**src/rtl/hamnhan_seq.sv**
```systemverilog
// AXI4-Lite master that runs one multiply job on the memory-mapped multiplier:
// writes A, B, START, polls DONE, reads P and returns the product with an error flag.
module hamnhan_seq #(
  parameter logic [31:0] BASE_ADDR  = 32'h7c80_0000,
  parameter logic [7:0]  POLL_LIMIT = 8'd255
) (
  input  logic        M_AXI_ACLK,
  input  logic        M_AXI_ARESET,

  input  logic        job_valid,
  output logic        job_ready,
  input  logic [15:0] job_a,
  input  logic [15:0] job_b,

  output logic        res_valid,
  input  logic        res_ready,
  output logic [31:0] res_p,
  output logic        res_err,

  output logic [31:0] M_AXI_AWADDR,
  output logic        M_AXI_AWVALID,
  input  logic        M_AXI_AWREADY,
  output logic [31:0] M_AXI_WDATA,
  output logic [3:0]  M_AXI_WSTRB,
  output logic        M_AXI_WVALID,
  input  logic        M_AXI_WREADY,
  input  logic [1:0]  M_AXI_BRESP,
  input  logic        M_AXI_BVALID,
  output logic        M_AXI_BREADY,
  output logic [31:0] M_AXI_ARADDR,
  output logic        M_AXI_ARVALID,
  input  logic        M_AXI_ARREADY,
  input  logic [31:0] M_AXI_RDATA,
  input  logic [1:0]  M_AXI_RRESP,
  input  logic        M_AXI_RVALID,
  output logic        M_AXI_RREADY
);

  localparam logic [2:0] S_IDLE     = 3'd0;
  localparam logic [2:0] S_WR_A     = 3'd1;
  localparam logic [2:0] S_WR_B     = 3'd2;
  localparam logic [2:0] S_WR_START = 3'd3;
  localparam logic [2:0] S_RD_DONE  = 3'd4;
  localparam logic [2:0] S_RD_P     = 3'd5;
  localparam logic [2:0] S_RESP     = 3'd6;

  localparam logic [31:0] ADDR_A     = BASE_ADDR + 32'h0;
  localparam logic [31:0] ADDR_B     = BASE_ADDR + 32'h4;
  localparam logic [31:0] ADDR_START = BASE_ADDR + 32'h8;
  localparam logic [31:0] ADDR_P     = BASE_ADDR + 32'hC;
  localparam logic [31:0] ADDR_DONE  = BASE_ADDR + 32'h10;

  logic [2:0]  state;
  logic [15:0] op_b;
  logic [7:0]  poll_cnt;
  logic        aw_done;
  logic        w_done;

  logic aw_hs;
  logic w_hs;
  logic b_hs;
  logic ar_hs;
  logic r_hs;
  logic aw_done_n;
  logic w_done_n;

  assign aw_hs     = M_AXI_AWVALID && M_AXI_AWREADY;
  assign w_hs      = M_AXI_WVALID  && M_AXI_WREADY;
  assign b_hs      = M_AXI_BVALID  && M_AXI_BREADY;
  assign ar_hs     = M_AXI_ARVALID && M_AXI_ARREADY;
  assign r_hs      = M_AXI_RVALID  && M_AXI_RREADY;
  assign aw_done_n = aw_done || aw_hs;
  assign w_done_n  = w_done  || w_hs;

  assign job_ready   = (state == S_IDLE);
  assign res_valid   = (state == S_RESP);
  assign M_AXI_WSTRB = 4'hF;

  // NOTE: all state below is updated with non-blocking assignments so every
  // branch sees the pre-edge values; later assignments in the block take priority.
  always_ff @(posedge M_AXI_ACLK) begin
    if (M_AXI_ARESET) begin
      state         <= S_IDLE;
      op_b          <= '0;
      poll_cnt      <= '0;
      aw_done       <= 1'b0;
      w_done        <= 1'b0;
      res_p         <= '0;
      res_err       <= 1'b0;
      M_AXI_AWADDR  <= '0;
      M_AXI_AWVALID <= 1'b0;
      M_AXI_WDATA   <= '0;
      M_AXI_WVALID  <= 1'b0;
      M_AXI_BREADY  <= 1'b0;
      M_AXI_ARADDR  <= '0;
      M_AXI_ARVALID <= 1'b0;
      M_AXI_RREADY  <= 1'b0;
    end else begin
      case (state)
        S_IDLE: begin
          if (job_valid) begin
            op_b          <= job_b;
            poll_cnt      <= '0;
            res_p         <= '0;
            res_err       <= 1'b0;
            aw_done       <= 1'b0;
            w_done        <= 1'b0;
            M_AXI_AWADDR  <= ADDR_A;
            M_AXI_WDATA   <= {16'b0, job_a};
            M_AXI_AWVALID <= 1'b1;
            M_AXI_WVALID  <= 1'b1;
            state         <= S_WR_A;
          end
        end

        S_WR_A, S_WR_B, S_WR_START: begin
          if (aw_hs) M_AXI_AWVALID <= 1'b0;
          if (w_hs)  M_AXI_WVALID  <= 1'b0;
          aw_done <= aw_done_n;
          w_done  <= w_done_n;
          if (aw_done_n && w_done_n && !M_AXI_BREADY) M_AXI_BREADY <= 1'b1;

          if (b_hs) begin
            M_AXI_BREADY <= 1'b0;
            aw_done      <= 1'b0;
            w_done       <= 1'b0;
            if (M_AXI_BRESP != 2'b00) begin
              res_err <= 1'b1;
              res_p   <= '0;
              state   <= S_RESP;
            end else if (state == S_WR_A) begin
              M_AXI_AWADDR  <= ADDR_B;
              M_AXI_WDATA   <= {16'b0, op_b};
              M_AXI_AWVALID <= 1'b1;
              M_AXI_WVALID  <= 1'b1;
              state         <= S_WR_B;
            end else if (state == S_WR_B) begin
              M_AXI_AWADDR  <= ADDR_START;
              M_AXI_WDATA   <= 32'h1;
              M_AXI_AWVALID <= 1'b1;
              M_AXI_WVALID  <= 1'b1;
              state         <= S_WR_START;
            end else begin
              M_AXI_ARADDR  <= ADDR_DONE;
              M_AXI_ARVALID <= 1'b1;
              state         <= S_RD_DONE;
            end
          end
        end

        S_RD_DONE, S_RD_P: begin
          if (ar_hs) begin
            M_AXI_ARVALID <= 1'b0;
            M_AXI_RREADY  <= 1'b1;
          end
          if (r_hs) begin
            M_AXI_RREADY <= 1'b0;
            if (M_AXI_RRESP != 2'b00) begin
              res_err <= 1'b1;
              res_p   <= '0;
              state   <= S_RESP;
            end else if (state == S_RD_P) begin
              res_p <= M_AXI_RDATA;
              state <= S_RESP;
            end else if (M_AXI_RDATA[0]) begin
              M_AXI_ARADDR  <= ADDR_P;
              M_AXI_ARVALID <= 1'b1;
              state         <= S_RD_P;
            end else if (poll_cnt < POLL_LIMIT) begin
              // DONE still low: re-issue the same read back-to-back
              poll_cnt      <= poll_cnt + 8'd1;
              M_AXI_ARVALID <= 1'b1;
            end else begin
              res_err <= 1'b1;
              res_p   <= '0;
              state   <= S_RESP;
            end
          end
        end

        S_RESP: begin
          if (res_ready) state <= S_IDLE;
        end

        default: state <= S_IDLE;
      endcase
    end
  end

endmodule

```
**config.mk**
```make
export PLATFORM = sky130hd
export DESIGN_NAME = hamnhan_seq
export DESIGN_NICKNAME = d
export VERILOG_FILES = /design/src/rtl/hamnhan_seq.sv
export SDC_FILE = /design/constraint.sdc
export NUM_CORES = 1
export LEC_CHECK = 0
export CORE_ASPECT_RATIO = 1.25
export CORE_UTILIZATION = 43
export CTS_BUF_LIST = sky130_fd_sc_hd__clkbuf_4
export CTS_CLUSTER_SIZE = 24
export DETAILED_ROUTE_END_ITERATION = 16
export PLACE_DENSITY = 0.83
export SYNTH_ARGS = -nofsm -noshare
export SYNTH_HDL_FRONTEND = slang
export SYNTH_SLANG_ARGS = --single-unit
```
**constraint.sdc**
```tcl
create_clock -name M_AXI_ACLK -period 2.1 [get_ports M_AXI_ACLK]
set_input_delay 0.315 -clock M_AXI_ACLK [delete_from_list [all_inputs] [get_ports M_AXI_ACLK]]
set_output_delay 0.315 -clock M_AXI_ACLK [all_outputs]
set_load 0.01 [all_outputs]
```
# Word-level counts from Yosys, hierarchy flattened
# Cells that the tools add are included.
[word_totals]
regBits = 163
input_bits = 77
out_inout_bits = 140
word_cells = 165
[op_classes]
addsub = 1
n_lt_le_gt_ge = 1
n_eq_ne = 26
n_mux = 90
reduce_logical = 32
[op_table]
columns = ["operator", "count"]
rows = [
  ["$mux W32", 26],
  ["$pmux W32 S2", 3],
  ["$pmux W32 S3", 1],
  ["$mux W8", 6],
  ["$mux W1", 35],
  ["$mux W3", 11],
  ["$ne A2 B2 Y1 const B", 12],
  ["$pmux W8 S2", 1],
  ["$reduce_and A5 Y1", 3],
  ["$reduce_and A7 Y1", 2],
  ["$reduce_bool A2 Y1", 7],
  ["$ne A3 B3 Y1 const B", 4],
  ["$pmux W3 S4", 1],
  ["$pmux W1 S2", 5],
  ["$eq A3 B3 Y1 const B", 3],
  ["$reduce_and A9 Y1", 1],
  ["$add A8 B1 Y8 const B", 1],
  ["$lt A8 B8 Y1 const B", 1],
  ["$ne A4 B4 Y1 const B", 2],
  ["$reduce_and A2 Y1", 4],
  ["$reduce_and A8 Y1", 1],
  ["$logic_and A1 B1 Y1", 7],
  ["$eq A3 B2 Y1 const B", 2],
  ["$ne A5 B5 Y1 const B", 1],
  ["other kinds (9)", 10],
]

# Depth between registers and ports, before layout
# Gate-level depths: netlist of run 1.
[logic_depth]
depth_word = 8
mapped_depth = 8
mapped_depth_nobuf = 6

# Worst setup path before layout of run 1
# No wires, ideal clock.
[synth_timing]
path_kind = "register to register"
from = "reg state[2]"
to = "reg M_AXI_WDATA[0]"
setup_time_ps = 65
t_arrival_ps = 1793
t_required_ps = 2035
path_slack_ps = 242
stages_incl_launch_ff = 8
path_buffers = 2
period_less_slack_ps = 1858
path_cell_list = "dfxtp_1 buf_6 buf_6 nor3_1 nand2_1 o41ai_4 mux2_2 nor2_1"
[synth_via]
elab_cells_between_ends = 15
classes_between = "7 x eq/ne; 4 x mux; 4 x reduce/logical"
[synth_lines]
columns = ["item", "line", "text"]
rows = [
  ["from (decl)", "53", "logic [2:0] state;"],
  ["from (signal assigned)", "83", "state <= S_IDLE;"],
  ["from (signal assigned)", "112", "state <= S_WR_A;"],
  ["from (signal assigned)", "130", "state <= S_RESP;"],
  ["$logic_not A3 Y1 (*)", "n/a", ""],
  ["via job_ready", "11", "output logic job_ready,"],
  ["$ne A2 B2 Y1 (no line) or $reduce_bool A2 Y1 (tied branches)", "n/a", ""],
  ["$reduce_and A5 Y1 (no line)", "n/a", ""],
  ["to (signal assigned)", "109", "M_AXI_WDATA <= {16'b0, job_a};"],
  ["to (signal assigned)", "133", "M_AXI_WDATA <= {16'b0, op_b};"],
  ["to (decl)", "23", "output logic [31:0] M_AXI_WDATA,"],
]
# The timed path passes the listed nets; every way through them passes the cells marked *. The select of a mux whose other input is x is not followed.
# A chain may end at the register's enable or synchronous reset.

# Worst setup path after layout of run 1
[layout_timing]
from = "reg state[2]"
to = "out res_valid"
[layout_via]
elab_chain_len = 1
[layout_rtl]
columns = ["item", "line", "text"]
rows = [
  ["$eq A3 B3 Y1", "76", "assign res_valid = (state == S_RESP);"],
  ["to (decl)", "15", "output logic res_valid,"],
]
# Every way passes these cells.

==> results of run 1 <==
==> logic make-up after synthesis <==
group,after synthesis,share of synthesized area (%)
and+or+nand+nor,200,20.54
buffers and inverters,115,17.12
AOI/OAI and AO/OA,90,14.87
DFF,89,38.58
muxes,37,8.047
adders and majority gates,2,0.4876
other,2,0.1626
xor gates and xnor gates,1,0.1897
==> per-stage QoR <==
stage	setup TNS [ps]	std cells	hold slack (ps)	total power [mW]	instance area (sq um)
final	0	828	127.3	6.774	6315
after floorplan	0	601	436.0	4.427	4862
after detailed placement	-14100	808	447.8	5.518	6087
after CTS	0	825	102.4	6.638	6264
after global placement	-11810	808	441.9	5.417	6087
after global routing	0	828	119.4	7.166	6315
==> cells in the final DEF, fill, tap and decap left out, drive strengths merged, types with 5 or more instances in the layout <==
master,synthesis,final
nand2b,34,34
a21oi,33,33
buf,94,42
nor3,10,10
clkdlybuf4s50,0,147
clkbuf,16,9
nor2,44,45
mux2i,36,36
a211oi,15,15
dfxtp,89,89
a31oi,5,5
a22oi,16,16
conb,2,67
inv,5,5
nand2,84,84
==> area by class of cell <==
| type | count | area share [%] |
|---|---|---|
| multi-input combinational | 398 | 36.85 |
| timing repair buffer | 190 | 29.38 |
| sequential | 89 | 28.29 |
| tap | 129 | 2.556 |
| clock inverter | 7 | 1.506 |
| clock buffer | 9 | 1.070 |
| inverter | 5 | 0.2972 |
| antenna | 1 | 0.03963 |
==> per-layer routing <==
layer	share of wire, %	vias to the layer above
met3	5.4	29
met5	0	-
met4	3.5	0
met1	40	1920
li1	-	1987
met2	51	174
==> sequential cells by signal, summed over array words and instances (netlist names) <==
name	cells
res_err	1
M_AXI_RREADY	1
op_b	16
w_done	1
M_AXI_WVALID	1
aw_done	1
M_AXI_ARVALID	1
M_AXI_AWVALID	1
poll_cnt	8
state	3
M_AXI_WDATA	16
M_AXI_ARADDR	3
M_AXI_BREADY	1
res_p	32
M_AXI_AWADDR	3
==> power breakdown <==
group | internal [mW] | switching, mW | leakage (nW)
Combinational | 1.74 | 1.81 | 1.66
Sequential | 1.96 | 0.195 | 0.725
Clock | 0.480 | 0.594 | 0.0758
==> path summary, 6_finish.rpt <==
kind                              start                  endpoint  slack, ps
setup reg to reg  state[1]$_SDFFE_PP0P_     state[1]$_SDFFE_PP0P_        190
hold / removal             M_AXI_ARESET  poll_cnt[1]$_SDFFE_PP0P_        130
setup / recovery  state[2]$_SDFFE_PP0P_                 res_valid         90
hold reg to reg    op_b[2]$_SDFFE_PP0P_      op_b[2]$_SDFFE_PP0P_        470
==> repair_timing <==
item,CTS,global route
hold buffers,0,0
cloned,1,0
endpoints found under the hold margin,0,0
gates resized for setup,4,3
buffers inserted,0,2
endpoints found under the setup margin,49,15
==> implementation parameters, run 1 <==
Parameter                              Value

Route
  Routed WL per cell ... 14.15 um
  Pre-Repair DR Iteration Count ... 4
  Sum of routed wire length over all layers ... 11,720 um
  Antenna Nets Post-Route ... 0
  Post-detailed-route via-to-cell ratio ... 4.964
  DR DRC count ... 0
  DRT iter0 DRCs ... 247
  Via Count ... 4,110

Logic synthesis
  Number of synthesized register bits ... 89
  Number of enable flip-flop cells after synthesis ... 0
  Syn. warnings ... 0
  Register area share after synthesis ... 38.58%
  Number of standard cells after synthesis ... 536
  Synth Area per Inst ... 8.616 sq um
  Share of flip-flops with an asynchronous set or reset ... 0%
  Area share of the largest cell type after synthesis ... 38.58%
  Synth cell count leaders ... 89 x dfxtp_1, 84 x buf_4, 84 x nand2_1
  Mapped cell area ... 4618 sq um
  Most common flop cell mapped by yosys ... dfxtp_1
  Dominant cell type by area after synthesis ... dfxtp_1
  Most used standard cell by instance count after synthesis ... dfxtp_1
  Cell types occupying the most area after synthesis ... dfxtp_1 39%, buf_4 14%, mux2i_1 7.8%
  Post-synth cell types ... 53

Die
  Height of the die ... 117.9 um
  Placeable core region ... 10,260 sq um
  Die area ... 11,160 sq um
  Die extent in x ... 94.69 um
  Starting utilization of the core area ... 45.01%
  Number of placement rows ... 41
  Number of placed I/O pins ... 217

Finish
  Fraction of layout cells with a size suffix above 1 ... 12.46%
  Area of combinational cells with multiple inputs ... 2327 sq um
  Number of inserted filler cells in the final layout ... 855
  Core occupancy in the finished layout ... 61.55%
  Layout overhead on the synthesized area ... 36.74%
  Nets ... 771
  Register area ... 1787 sq um

Placement
  Routability congestion estimate ... 0.8846
  Pre-CTS setup slack ... -459.0 ps
  Detail Placement HPWL ... 8528 um
  Number of input and output port buffers inserted ... 149

Clock tree
  Clock-pin slew on the worst setup and hold paths ... 150 ps
  Worst-skew pair later-pin latency ... 440 ps
  Clock H-tree levels ... 3
  Clk root buf ... clkbuf_4
  # clock sinks ... 89
  Clock buffers created by TritonCTS ... 9
  Clock tree from TritonCTS ... built
  Number of buffers between clock root and the deepest sink ... 2

Hold path
  Hold Path Depth ... 2
  Worst hold path class ... in2reg

Timing
  Setup repair after global routing missed its margin ... no
  Layout Skew ... 16.80 ps
  Max-Slew Margin vs Limit ... 53.70%
  Total of endpoints with negative setup slack in the final report ... 0
  Number of endpoints with negative hold slack in the final report ... 0
  Fmax ... 0.4968 GHz
  Actual transition at the worst max-transition pin ... 693.8 ps
  Ratio of final minimum period to clock period ... 95.85%
  Time the final worst path needs with I/O delays and setup ... 2013 ps
  Worst Setup Slack, final ... 87.08 ps
  Max-slew violations ... 0

Global route
  Initial antenna violation count ... 1
  Via count of the first global-routing pass ... 3,906
  Global routing met1 resource utilization ... 24.05%
  Wire length of the first global-routing pass ... 18,530 um
  Global Route Usage Sum ... 20.99%
  Busiest layer in global routing ... met2
  Met3 global-route usage ... 3.230%
  Met2 track demand over resource ... 36.47%
  Sum of overflow across all layers after global routing ... 0
  Largest net degree at the start of global routing ... 52

Outcome
  Outcome ... finished, final reports clean

Power and ir drop
  Leak ... 2.459 nW
  Cell area power density ... 1073 nW/um^2
  Worst vdd ir ... 0.5143 mV

Critical path
  R2r worst-path depth ... 7
  Critical Path Sink Type ... primary output
  CP delay by family, top ... buffers and inverters
  CP Data Arrival Time ... 1700 ps
  Required time at the worst-slack endpoint ... 1780 ps
  Cells along the critical path ... buf_4, nand2_1, nor2_1, clkdlybuf4s50_1
  Number of buffer and inverter instances along the worst setup path ... 2
  Largest driver fanout on the critical path ... 6
  Critical path class ... reg2out
  Critical path's largest stage delay ... 550 ps
  Critical path's slowest cell ... clkdlybuf4s50_1
  WP depth ... 4
  Crit path launch type ... register

Job
  Count of maximum capacitance violations ... 0
(Power assumes the default switching activity.)
==> run 2: changes to the inputs <==
--- a/config.mk
+++ b/config.mk
@@ -6,6 +6,7 @@
 export NUM_CORES = 1
 export LEC_CHECK = 0
 export CORE_ASPECT_RATIO = 1.25
+export CORE_MARGIN = 2
 export CORE_UTILIZATION = 43
 export CTS_BUF_LIST = sky130_fd_sc_hd__clkbuf_4
 export CTS_CLUSTER_SIZE = 24
==> run 2 against run 1 <==
  * Design area down 0.18%
  * Combinational power up 2%
  * Largest cell class unchanged
  * First-iteration DRC count down 13%
  * Die area up 3.8%
  * Sequential cell count unchanged
  * Utilization down 1.6 points
==> implementation parameters, run 2 (synthesis gave the netlist of run 1 again) <==
Parameter                              Value

Power and ir drop
  Overall power of the completed layout ... 6.603 mW
  Switching power ... 2.620 mW
  Register share of total power ... 32.5%
  Power share of the clock group ... 12.6%
  Combinational group share of total power ... 54.9%
  Worst vdd ir ... 0.5063 mV
  Switching share of total power ... 39.68%
  Leak ... 2.457 nW
  Internal power consumption ... 3.983 mW
  Cell area power density ... 1047 nW/um^2

Finish
  Highest-count cells in the layout ignoring fill and taps ... 146 x clkdlybuf4s50_1, 87 x dfxtp_1, 84 x nand2_1, 67 x conb_1, 42 x nor2_1
  Non-filler instance count after layout ... 835
  Most common cell after layout, fill and taps aside ... clkdlybuf4s50_1
  Largest register FFs ... 32
  Core occupancy in the finished layout ... 59.98%
  Nets ... 775
  Regs by FF count ... res_p: 32 flops, M_AXI_WDATA: 16 flops, op_b: 16 flops
  Fraction of layout cells with a size suffix above 1 ... 13.11%
  Layout overhead on the synthesized area ... 36.49%
  Register name with the most flops ... res_p

Global route
  Initial antenna violation count ... 1
  Global Route Usage Sum ... 19.85%
  Largest net degree at the start of global routing ... 52
  Sum of overflow across all layers after global routing ... 0
  Wire length of the first global-routing pass ... 19,000 um
  Via count of the first global-routing pass ... 3,951

Route
  DR DRC count ... 0
  Post-detailed-route via-to-cell ratio ... 4.978
  Via Count ... 4,157
  Antenna Nets Post-Route ... 0
  Routed WL per cell ... 14.31 um
  Pre-Repair DR Iteration Count ... 5
  DRT iter0 DRCs ... 214
  Sum of routed wire length over all layers ... 11,950 um

Critical path
  Critical path's slowest cell ... dfxtp_4
  Critical Path Sink Type ... primary output
  Largest driver fanout on the critical path ... 10
  Number of buffer and inverter instances along the worst setup path ... 3
  CP Data Arrival Time ... 1570 ps
  Crit path launch type ... register
  Critical path class ... reg2out
  Cells along the critical path ... buf_4, buf_6, nor3_2, dlygate4sd2_1
  Critical path's largest stage delay ... 390 ps
  Source of the worst register-to-register timing path ... poll_cnt[0]$_SDFFE_PP0P_
  Required time at the worst-slack endpoint ... 1780 ps
  Critical path launch point ... state[1]$_SDFFE_PP0P_
  CP delay by family, top ... buffers and inverters

Clock tree
  # clock sinks ... 89
  Clock buffers created by TritonCTS ... 9
  Clock H-tree levels ... 3
  Worst-skew pair later-pin latency ... 440 ps
  # hold bufs at CTS ... 0
  Number of buffers between clock root and the deepest sink ... 2
  Clock tree from TritonCTS ... built
  Clock-pin slew on the worst setup and hold paths ... 140 ps
  Clk root buf ... clkbuf_4

Die
  Starting utilization of the core area ... 43.94%
  Die extent in x ... 96.69 um
  Number of placement rows ... 42
  Placeable core region ... 10,510 sq um
  Die area ... 11,590 sq um
  Height of the die ... 119.9 um
  Number of placed I/O pins ... 217

Timing
  Time the final worst path needs with I/O delays and setup ... 1887 ps
  Max-Slew Margin vs Limit ... 51.92%
  Final hold slack ... 250.4 ps
  Ratio of final minimum period to clock period ... 89.85%
  Number of endpoints with negative hold slack in the final report ... 0
  Max-slew violations ... 0
  Layout Skew ... 12.68 ps
  Setup TNS Final ... 0 ps
  Setup repair after global routing missed its margin ... no
  Total of endpoints with negative setup slack in the final report ... 0
  Fmax ... 0.5300 GHz
  Actual transition at the worst max-transition pin ... 720.4 ps

Placement
  Routability congestion estimate ... 0.8586
  Number of input and output port buffers inserted ... 149
  Detail Placement HPWL ... 8712 um
  Placed Instances ... 813

Outcome
  Outcome ... finished, final reports clean

Job
  Count of maximum capacitance violations ... 0

Hold path
  Start point of the worst min-delay path ... M_AXI_ARESET
  Worst hold path class ... in2reg
-- run 2: cell types whose count changed in the layout (fill, tap and decap cells not counted), sizes merged --
| cell | delta |
|---|---|
| buf | +4 |
| bufinv | -2 |
| clkinvlp | +2 |
| clkdlybuf4s50 | -1 |
| dlygate4sd2 | +1 |
-- run 2: layer usage --
layer | wire length [um] | up-vias | GRT usage (%)
met2 | 5969 | 193 | 34.51
met1 | 4700 | 1940 | 23.02
li1 | - | 2001 | -
met3 | 902 | 23 | 4.659
met5 | 0 | - | 0
met4 | 382 | 0 | 9.331
-- run 2: final timing paths --
check                               endpoint  slack, ps  cells past startpoint
hold reg to reg         op_b[6]$_SDFFE_PP0P_        460                      2
setup reg to reg  M_AXI_ARVALID$_SDFFE_PP0P_        220                      7
hold / removal         res_p[0]$_SDFFE_PP0P_        250                      3
setup / recovery                   job_ready        210                      4
-- run 2: tightest hold or removal path, cell delays in order --
cell      delay [ps]
buf_2            160
nand2b_1         120
mux2i_1           60
-- run 2: metrics by stage --
stage / cell area (sq um) / setup WS [ps]
6_report: 6304 / 213.1
3_3_place_gp: 6106 / -376.3
5_1_grt: 6304 / 71.30
3_5_place_dp: 6106 / -488.9
2_1_floorplan: 4862 / 242.1
4_1_cts: 6245 / 113.8
-- run 2: final cells by class --
cell class / instances / area, sq um
clock inverter: 7 / 47.55
tap: 132 / 165.2
multi-input combinational: 398 / 2327
sequential: 89 / 1787
inverter: 5 / 18.77
fill: 899 / 4207
antenna: 1 / 2.502
clock buffer: 9 / 67.56
timing repair buffer: 194 / 1888
-- run 2: power by group through the flow --
stage	Combinational [mW]	Clock (mW)	Sequential, mW
2_1_floorplan	2.24	0	2.19
3_3_place_gp	3.28	0	2.15
3_5_place_dp	3.35	0	2.16
4_1_cts	3.41	0.863	2.14
5_1_grt	3.89	0.931	2.17
6_report	3.63	0.833	2.14
-- run 2: timing repair --
| item | in CTS | in global routing |
|---|---|---|
| setup endpoints to repair | 49 | 21 |
| pin swaps | 1 | 2 |
| setup buffers | 0 | 4 |
| gates cloned | 1 | 0 |
| gates resized for setup | 8 | 1 |
==> run 3: changes to the inputs <==
--- a/config.mk
+++ b/config.mk
@@ -11,6 +11,7 @@
 export CTS_BUF_LIST = sky130_fd_sc_hd__clkbuf_4
 export CTS_CLUSTER_SIZE = 24
 export DETAILED_ROUTE_END_ITERATION = 16
+export HOLD_SLACK_MARGIN = 0.1
 export PLACE_DENSITY = 0.83
 export SYNTH_ARGS = -nofsm -noshare
 export SYNTH_HDL_FRONTEND = slang
==> results of run 3 <==
Same layout as run 2: the final DEF is identical, and so are final timing and power.
